[src/rtl/rs_defs.sv]
// Shared reservation-station definitions: entry count, id/port-vector types and port indices.
package rs_defs;
   localparam int NUM_RS_ENTS  = 8;
   localparam int NUM_PORTS    = 2;
   localparam int RS_ID_W      = $clog2(NUM_RS_ENTS);
   localparam int RS_PORT_EINT = 0;
   localparam int RS_PORT_MM   = 1;

   typedef logic [RS_ID_W-1:0]   t_rs_id;
   typedef logic [NUM_PORTS-1:0] t_rs_port_vec;
endpackage

[src/rtl/rs_oldest_pick.sv]
// Oldest-first selector: picks the eligible entry that no other eligible entry is older than.
module rs_oldest_pick #(
   parameter int NUM_RS_ENTS = 8
) (
   input  logic [NUM_RS_ENTS-1:0]                  elig,
   input  logic [NUM_RS_ENTS-1:0][NUM_RS_ENTS-1:0] age,
   output logic [NUM_RS_ENTS-1:0]                  win,
   output logic                                    win_vld,
   output logic [$clog2(NUM_RS_ENTS)-1:0]          win_id
);
   localparam int ID_W = $clog2(NUM_RS_ENTS);

   // age[j][i]=1 means j is older than i, so any eligible j with that bit set blocks i
   always_comb begin
      win    = '0;
      win_id = '0;
      for (int i = 0; i < NUM_RS_ENTS; i++) begin
         win[i] = elig[i];
         for (int j = 0; j < NUM_RS_ENTS; j++) begin
            if (elig[j] && age[j][i]) win[i] = 1'b0;
         end
      end
      for (int i = 0; i < NUM_RS_ENTS; i++) begin
         if (win[i]) win_id = win_id | ID_W'(i);
      end
   end

   assign win_vld = |win;
endmodule

[src/rtl/rs_age_sched.sv]
// RS issue scheduler: age-matrix ordering, one oldest-ready pick per execution port,
// registered issue strobes/ids and occupancy/free-count tracking.
module rs_age_sched #(
   parameter int NUM_RS_ENTS = rs_defs::NUM_RS_ENTS,
   parameter int NUM_PORTS   = rs_defs::NUM_PORTS
) (
   input  logic                                     clk,
   input  logic                                     reset,
   input  logic                                     alloc_rs0,
   input  logic [$clog2(NUM_RS_ENTS)-1:0]           alloc_id_rs0,
   input  logic [NUM_PORTS-1:0]                     alloc_port_rs0,
   input  logic [NUM_RS_ENTS-1:0]                   src_rdy_rs1,
   input  logic [NUM_PORTS-1:0]                     port_rdy_rs1,
   input  logic                                     nuke_rb1,
   output logic [NUM_PORTS-1:0]                     iss_rs2,
   output logic [NUM_PORTS*$clog2(NUM_RS_ENTS)-1:0] iss_id_rs2,
   output logic [NUM_RS_ENTS-1:0]                   ent_valid,
   output logic [$clog2(NUM_RS_ENTS):0]             free_cnt,
   output logic                                     full
);
   localparam int ID_W  = $clog2(NUM_RS_ENTS);
   localparam int CNT_W = ID_W + 1;

   logic [NUM_PORTS-1:0]                  port_q [NUM_RS_ENTS];
   logic [NUM_RS_ENTS-1:0][NUM_RS_ENTS-1:0] age_q, age_nxt;
   logic [NUM_RS_ENTS-1:0]                elig_rs1 [NUM_PORTS];
   logic [NUM_RS_ENTS-1:0]                win_rs1 [NUM_PORTS];
   logic [ID_W-1:0]                       win_id_rs1 [NUM_PORTS];
   logic [NUM_PORTS-1:0]                  win_vld_rs1;
   logic [NUM_RS_ENTS-1:0]                win_any_rs1, alloc_oh, valid_nxt;
   logic                                  alloc_go;

   function automatic logic [CNT_W-1:0] free_of(input logic [NUM_RS_ENTS-1:0] v);
      free_of = CNT_W'(NUM_RS_ENTS);
      for (int i = 0; i < NUM_RS_ENTS; i++) begin
         if (v[i]) free_of = free_of - 1'b1;
      end
   endfunction

   // rs1: eligibility and per-port oldest pick
   always_comb begin
      for (int p = 0; p < NUM_PORTS; p++) begin
         for (int i = 0; i < NUM_RS_ENTS; i++) begin
            elig_rs1[p][i] = ent_valid[i] & port_q[i][p] & src_rdy_rs1[i] & port_rdy_rs1[p];
         end
      end
   end

   for (genvar p = 0; p < NUM_PORTS; p++) begin : g_pick
      rs_oldest_pick #(.NUM_RS_ENTS(NUM_RS_ENTS)) u_pick (
         .elig    (elig_rs1[p]),
         .age     (age_q),
         .win     (win_rs1[p]),
         .win_vld (win_vld_rs1[p]),
         .win_id  (win_id_rs1[p])
      );
   end

   // Nuke drops the same-cycle alloc; a new entry is younger than every resident one
   always_comb begin
      alloc_go              = alloc_rs0 & ~nuke_rb1;
      alloc_oh              = '0;
      alloc_oh[alloc_id_rs0] = alloc_go;
      win_any_rs1           = '0;
      for (int p = 0; p < NUM_PORTS; p++) win_any_rs1 = win_any_rs1 | win_rs1[p];
      valid_nxt = nuke_rb1 ? '0 : ((ent_valid & ~win_any_rs1) | alloc_oh);
      age_nxt   = age_q;
      if (alloc_go) begin
         age_nxt[alloc_id_rs0] = '0;
         for (int j = 0; j < NUM_RS_ENTS; j++) begin
            age_nxt[j][alloc_id_rs0] = (j != int'(alloc_id_rs0));
         end
      end
   end

   // rs2: state update and issue registers
   always_ff @(posedge clk or posedge reset) begin
      if (reset) begin
         ent_valid  <= '0;
         age_q      <= '0;
         for (int i = 0; i < NUM_RS_ENTS; i++) port_q[i] <= '0;
         iss_rs2    <= '0;
         iss_id_rs2 <= '0;
         free_cnt   <= CNT_W'(NUM_RS_ENTS);
         full       <= 1'b0;
      end else begin
         ent_valid <= valid_nxt;
         age_q     <= age_nxt;
         if (alloc_go) port_q[alloc_id_rs0] <= alloc_port_rs0;
         free_cnt  <= free_of(valid_nxt);
         full      <= &valid_nxt;
         iss_rs2   <= nuke_rb1 ? '0 : win_vld_rs1;
         for (int p = 0; p < NUM_PORTS; p++) begin
            if (win_vld_rs1[p] && !nuke_rb1) iss_id_rs2[p*ID_W +: ID_W] <= win_id_rs1[p];
         end
      end
   end

`ifdef SIMULATION
   a_alloc_into_free: assert property (@(posedge clk) disable iff (reset)
      (alloc_rs0 && !nuke_rb1) |-> !ent_valid[alloc_id_rs0]);
`endif
endmodule

[config.mk]
export PLATFORM = sky130hd
export DESIGN_NAME = rs_age_sched
export DESIGN_NICKNAME = d
export VERILOG_FILES = /design/src/rtl/rs_defs.sv /design/src/rtl/rs_oldest_pick.sv /design/src/rtl/rs_age_sched.sv
export SDC_FILE = /design/constraint.sdc
export NUM_CORES = 1
export LEC_CHECK = 0
export ABC_AREA = 1
export CORE_MARGIN = 2
export CORE_UTILIZATION = 54
export DETAILED_ROUTE_END_ITERATION = 16
export PLACE_DENSITY = 0.77
export SYNTH_ARGS = -nofsm -noshare
export SYNTH_HDL_FRONTEND = slang
export SYNTH_HIERARCHICAL = 1
export SYNTH_SLANG_ARGS = --single-unit
[constraint.sdc]
create_clock -name clk -period 3.4 [get_ports clk]
set_input_delay 0.68 -clock clk [delete_from_list [all_inputs] [get_ports clk]]
set_output_delay 0.68 -clock clk [all_outputs]
set_load 0.03 [all_outputs]
== Word-level counts from Yosys, hierarchy flattened ==
Cells that the tools add are included.
Word-level totals
  flip-flop bits (word level): 101
  input port bits: 19
Cells by class
  add/sub/neg operators: 7
  $lt $le $gt $ge: 4
  eq/ne operators: 7
  multiplexer cells: 167
  bitwise logic cells: 58
  reductions and logical operators: 137
Operator list (number)
  1-bit logical AND: 132
  1-bit two-way mux: 131
  64-bit AND: 1
  8-bit bitwise mux: 8
  64-bit NOT: 1
  1-bit AND: 49
  4-bit two-way mux: 8
  4-bit by 1-bit subtractor with 4-bit output, second input constant: 7
  8-bit demux with 3-bit select: 1
  3-bit two-way mux: 8
  8-bit AND: 2
  16-bit bitwise mux: 1
  8-bit two-way mux: 2
  8-bit OR: 2
  8-bit OR reduction: 2
  2-bit two-way mux: 6
  3-bit inequality test, first input constant: 4
  8-bit NOT: 1
  8-bit AND reduction: 1
  2-bit demux with 3-bit select: 1
  2-bit by 3-bit inequality test with 1-bit output, first input constant: 2
  4-bit >= comparator, second input constant: 1
  3-bit by 4-bit < comparator with 1-bit output, second input constant: 1
  4-bit by 1-bit < comparator with 1-bit output, second input constant: 1
  7 further kinds: 7

== Logic depth before layout (Yosys ltp) ==
  word-level depth: 32
  gate-level depth with buffers: 31
  gate-level depth less buffers: 30

== Cells and area by module ==
Netlist, hierarchy kept.
By module, submodules not included
  rs_age_sched: times used 1, cells an instance 522, area an instance 4395.5 µm²
  rs_oldest_pick: times used 2, cells an instance 144, area an instance 640.6 µm²

== Worst setup path after synthesis ==
Ideal clock, no wire load.
  path type: input to register
  start: input port port_rdy_rs1[1]
  end: register free_cnt[1]
  library setup time: 0.083 ns
  data arrival time: 3.951 ns
  slack: -0.633 ns
  cell stages on the path: 25
  buffers on the path: 1
  cell sequence: inv_1 -> nor4_1 -> buf_6 -> nand2_1 -> nand2_1 -> nor2_1 -> nand2_1 -> inv_1 -> nor2_1 -> nand2_1 -> a21oi_1 -> fa_1 -> inv_1 -> nand3_1 -> nand3_4 -> inv_2 -> nand3_1 -> nand3_1 -> nand2_1 -> inv_1 -> ha_1 -> nand2_1 -> nand2_1 -> ha_1 -> o21ai_0
RTL lines
  from (decl): RTL line rs_age_sched.sv:13  | input logic [NUM_PORTS-1:0] port_rdy_rs1,
  to (signal assigned): RTL line rs_age_sched.sv:84  | free_cnt <= CNT_W'(NUM_RS_ENTS);
  to (signal assigned): RTL line rs_age_sched.sv:90  | free_cnt <= free_of(valid_nxt);
  to (decl): RTL line rs_age_sched.sv:18  | output logic [$clog2(NUM_RS_ENTS):0] free_cnt,

==> impl_metrics.env <==
export IMPL_clk_path_buf_depth=2
export IMPL_tightestPinTransition_ps=813.1
export IMPL_gp_congestion=1.000
export IMPL_first_global_vias=6232
export IMPL_critical_path_class="in2reg"
export IMPL_yosysWarnings=6
export IMPL_status="finished with violations"
export IMPL_fp_dieH_um=106.5
export IMPL_drive_above_1_share=0.3307
export IMPL_antenna_found_initial=0
export IMPL_drt_iter0_drc=871
export IMPL_worst_setup_path_end_kind="register"
export IMPL_syn_area_um2=5677
export IMPL_top_usage_layer="met2"
export IMPL_timing_setup_tns_ps=-4634
export IMPL_crit_fanout=7
export IMPL_firstDrtPassIters=5
export IMPL_crit_arrival_ps=4540
export IMPL_p_int_w=0.002048
export IMPL_min_delay_start="iss_id_rs2[5]$_DFFE_PP0P_"
export IMPL_portBuffers=39
export IMPL_post_route_period_util=1.238
export IMPL_synthCells=810
export IMPL_p_comb_frac=0.187
export IMPL_vias=6587
export IMPL_ys_seq_area_frac=0.4454
export IMPL_start_kind="primary input"
export IMPL_relSlewSlack=0.4580
export IMPL_final_hold_viol_count=0
export IMPL_ant_nets=0
export IMPL_syn_avg_cell_area_um2=7.008
export IMPL_wire_per_inst_um=18.91
export IMPL_cts_root_buffer="clkbuf_8"
export IMPL_rows=37
export IMPL_die_w_um=106.5
export IMPL_whs_endpoint="iss_id_rs2[5]$_DFFE_PP0P_"
export IMPL_reg2reg_slack_ps=-690
export IMPL_cts_tree="built"
export IMPL_setup_viol=8
export IMPL_max_cap_violations=0
export IMPL_synth_ff_type="dfrtp_1"
export IMPL_dp_cells=1079
export IMPL_nets=1047
export IMPL_grt_use_met2=0.5934
export IMPL_grt_start_max_net_pins=64
export IMPL_clk_pin_slew_worst_paths_ps=100
export IMPL_core_um2=10280
export IMPL_rr_startpoint="ent_valid[5]$_DFF_PP0_"
export IMPL_slew_violations=0
export IMPL_drc=0
export IMPL_max_freq_mhz=237.5
export IMPL_use_met3=0.08461
export IMPL_grt_ovfl_total=0
export IMPL_p_leak_nw=4.471
export IMPL_fin_ws_ps=-810.3
export IMPL_dieArea_um2=11350
export IMPL_use_met1=0.4291
export IMPL_cts_buffers=9
export IMPL_crit_required_ps=3730
export IMPL_rsz0062_at_grt="yes"
export IMPL_p_sw_frac=0.3153
export IMPL_ys_types=32
export IMPL_start_util=0.5523
export IMPL_ios=40
export IMPL_power_density_nw_per_um2=370.4
export IMPL_cp_slowest_cell="fa_2"
export IMPL_cts_htree_levels=3
export IMPL_synthArstFlopShare=1.000
export IMPL_fin_crit_ps=4210
export IMPL_reg2reg_depth=27
export IMPL_synth_edf_count=0
export IMPL_power_clock_fraction=0.279
export IMPL_clock_latency_ps=400
export IMPL_finClkSkew_ps=10.26
export IMPL_r2r_end="free_cnt[3]$_DFF_PP1_"
export IMPL_grt_pass1_wl_um=30750
export IMPL_seq_power_share=0.534
export IMPL_synth_seq_cells=101
export IMPL_power_switching_w=0.0009434
export IMPL_violations="negative setup slack"
export IMPL_grt_usage=0.3580
export IMPL_wirelength_um=21950
export IMPL_hold_depth=2
export IMPL_synth_net_count=837
export IMPL_antenna_cells=0
export IMPL_cpPeakStageDelay_ps=500
export IMPL_detailed_place_hpwl_um=13500
export IMPL_irDropWorstVdd_mv=0.3939
export IMPL_avgViaCountPerCell=5.674
export IMPL_crit_top_cell="nand2_1"
export IMPL_clkSinkCount=101
export IMPL_hold_class="reg2reg"
export IMPL_p_total_w=0.002992
export IMPL_area_growth_pct=42.30
export IMPL_fin_cells=1161
[power groups by stage]
stage | Combinational [W] | Sequential, W | Clock [W]
after global routing | 0.000620 | 0.00162 | 0.000880
final | 0.000559 | 0.00160 | 0.000835
after floorplan | 0.000279 | 0.00157 | 0
after global placement | 0.000441 | 0.00160 | 0
after detailed placement | 0.000468 | 0.00161 | 0
after CTS | 0.000492 | 0.00159 | 0.000834
[synthesized netlist by cell type, types with 2 or more instances]
library cell	count	area share
o21ai_0	21	0.019
nand2_2	22	0.024
nor4_1	4	0.0044
nand3_2	5	0.0088
nand3_1	50	0.044
nand3b_1	7	0.0093
buf_6	14	0.028
inv_1	89	0.059
nand2_1	326	0.22
nand4_1	3	0.0033
inv_2	8	0.0053
nor2_2	5	0.0055
dfrtp_1	100	0.44
buf_4	2	0.0026
nor2_1	118	0.078
a21oi_1	7	0.0062
clkbuf_1	8	0.0053
ha_1	7	0.015
[state kept, by name (all words and copies together), names as in the netlist, named ones only]
signal / cells
free_cnt: 4
age_q: 56
iss_id_rs2: 6
full: 1
ent_valid: 8
iss_rs2: 2
port_q: 16
[metrics by stage]
| stage | area, um2 | setup WS [ps] | util | hold slack, ps |
|---|---|---|---|---|
| after detailed placement | 6998 | -1267 | 0.6809 | 464.5 |
| final | 8078 | -810.3 | 0.7860 | 483.1 |
| after CTS | 7766 | -319.9 | 0.7557 | 487.6 |
| after global routing | 8078 | -892.7 | 0.7860 | 517.7 |
| after global placement | 6998 | -1130 | 0.6809 | 466.9 |
| after floorplan | 5737 | -265.4 | - | 452.7 |
[worst max-delay path, delay by kind of cell]
family	cells	cell delay, ps
and+or+nand+nor	16	1630
AOI/OAI and AO/OA	2	340
buffers and inverters	9	1120
adders and majority gates	2	760
[worst max path at each step]
stage                               start                    end  slack, ps  cells past startpoint
after detailed placement  port_rdy_rs1[1]  free_cnt[1]$_DFF_PP0_      -1270                     26
after global placement    port_rdy_rs1[1]  free_cnt[2]$_DFF_PP0_      -1130                     27
after floorplan           port_rdy_rs1[0]  free_cnt[1]$_DFF_PP0_       -270                     25
after global routing      port_rdy_rs1[1]  free_cnt[3]$_DFF_PP1_       -890                     29
final                     port_rdy_rs1[1]  free_cnt[3]$_DFF_PP1_       -810                     29
after CTS                 port_rdy_rs1[0]  free_cnt[1]$_DFF_PP0_       -320                     26
[layer usage]
| metal | vias up | part of all wire |
|---|---|---|
| met4 | 0 | 0.080 |
| li1 | 2869 | - |
| met1 | 3059 | 0.35 |
| met2 | 489 | 0.46 |
| met3 | 170 | 0.11 |
| met5 | - | 0 |
[layout make-up]
cell class,count,area [um2]
multi-input combinational,586,2970
sequential,101,2529
fill,687,2200
timing repair buffer,224,1817
inverter,98,380.4
clock buffer,14,172.7
tap,136,170.2
clock inverter,2,38.79
[cell usage in the layout (no fill, tap or decap), types with 7 or more instances in the layout]
master,Yosys,layout
nand2_1,326,297
inv_2,8,15
nand3_1,50,30
nand3_2,5,21
clkdlybuf4s50_1,0,29
inv_1,89,78
nand2_2,22,48
nand3b_1,7,7
dfrtp_1,100,100
o21ai_0,21,20
clkbuf_8,0,12
buf_6,14,11
nor2_2,5,19
buf_4,2,175
nor2_1,118,100
[repair_timing]
action / CTS / global route
hold buffers: 0 / 0
buffers inserted: 57 / 13
gates resized for setup: 55 / 68
pin swaps: 36 / 46
gates cloned: 0 / 0
setup endpoints to repair: 4 / 8
[logic make-up (layout without fill, tap and decap cells)]
group	count (synthesis)	in the layout	share of synthesized area
AOI/OAI and AO/OA	30	30	0.02755
xor gates and xnor gates	2	2	0.003086
adders and majority gates	8	8	0.01895
buffers and inverters	123	338	0.1014
DFF	101	101	0.4454
and+or+nand+nor	546	546	0.4036
Power figures use the tool's default switching activity.
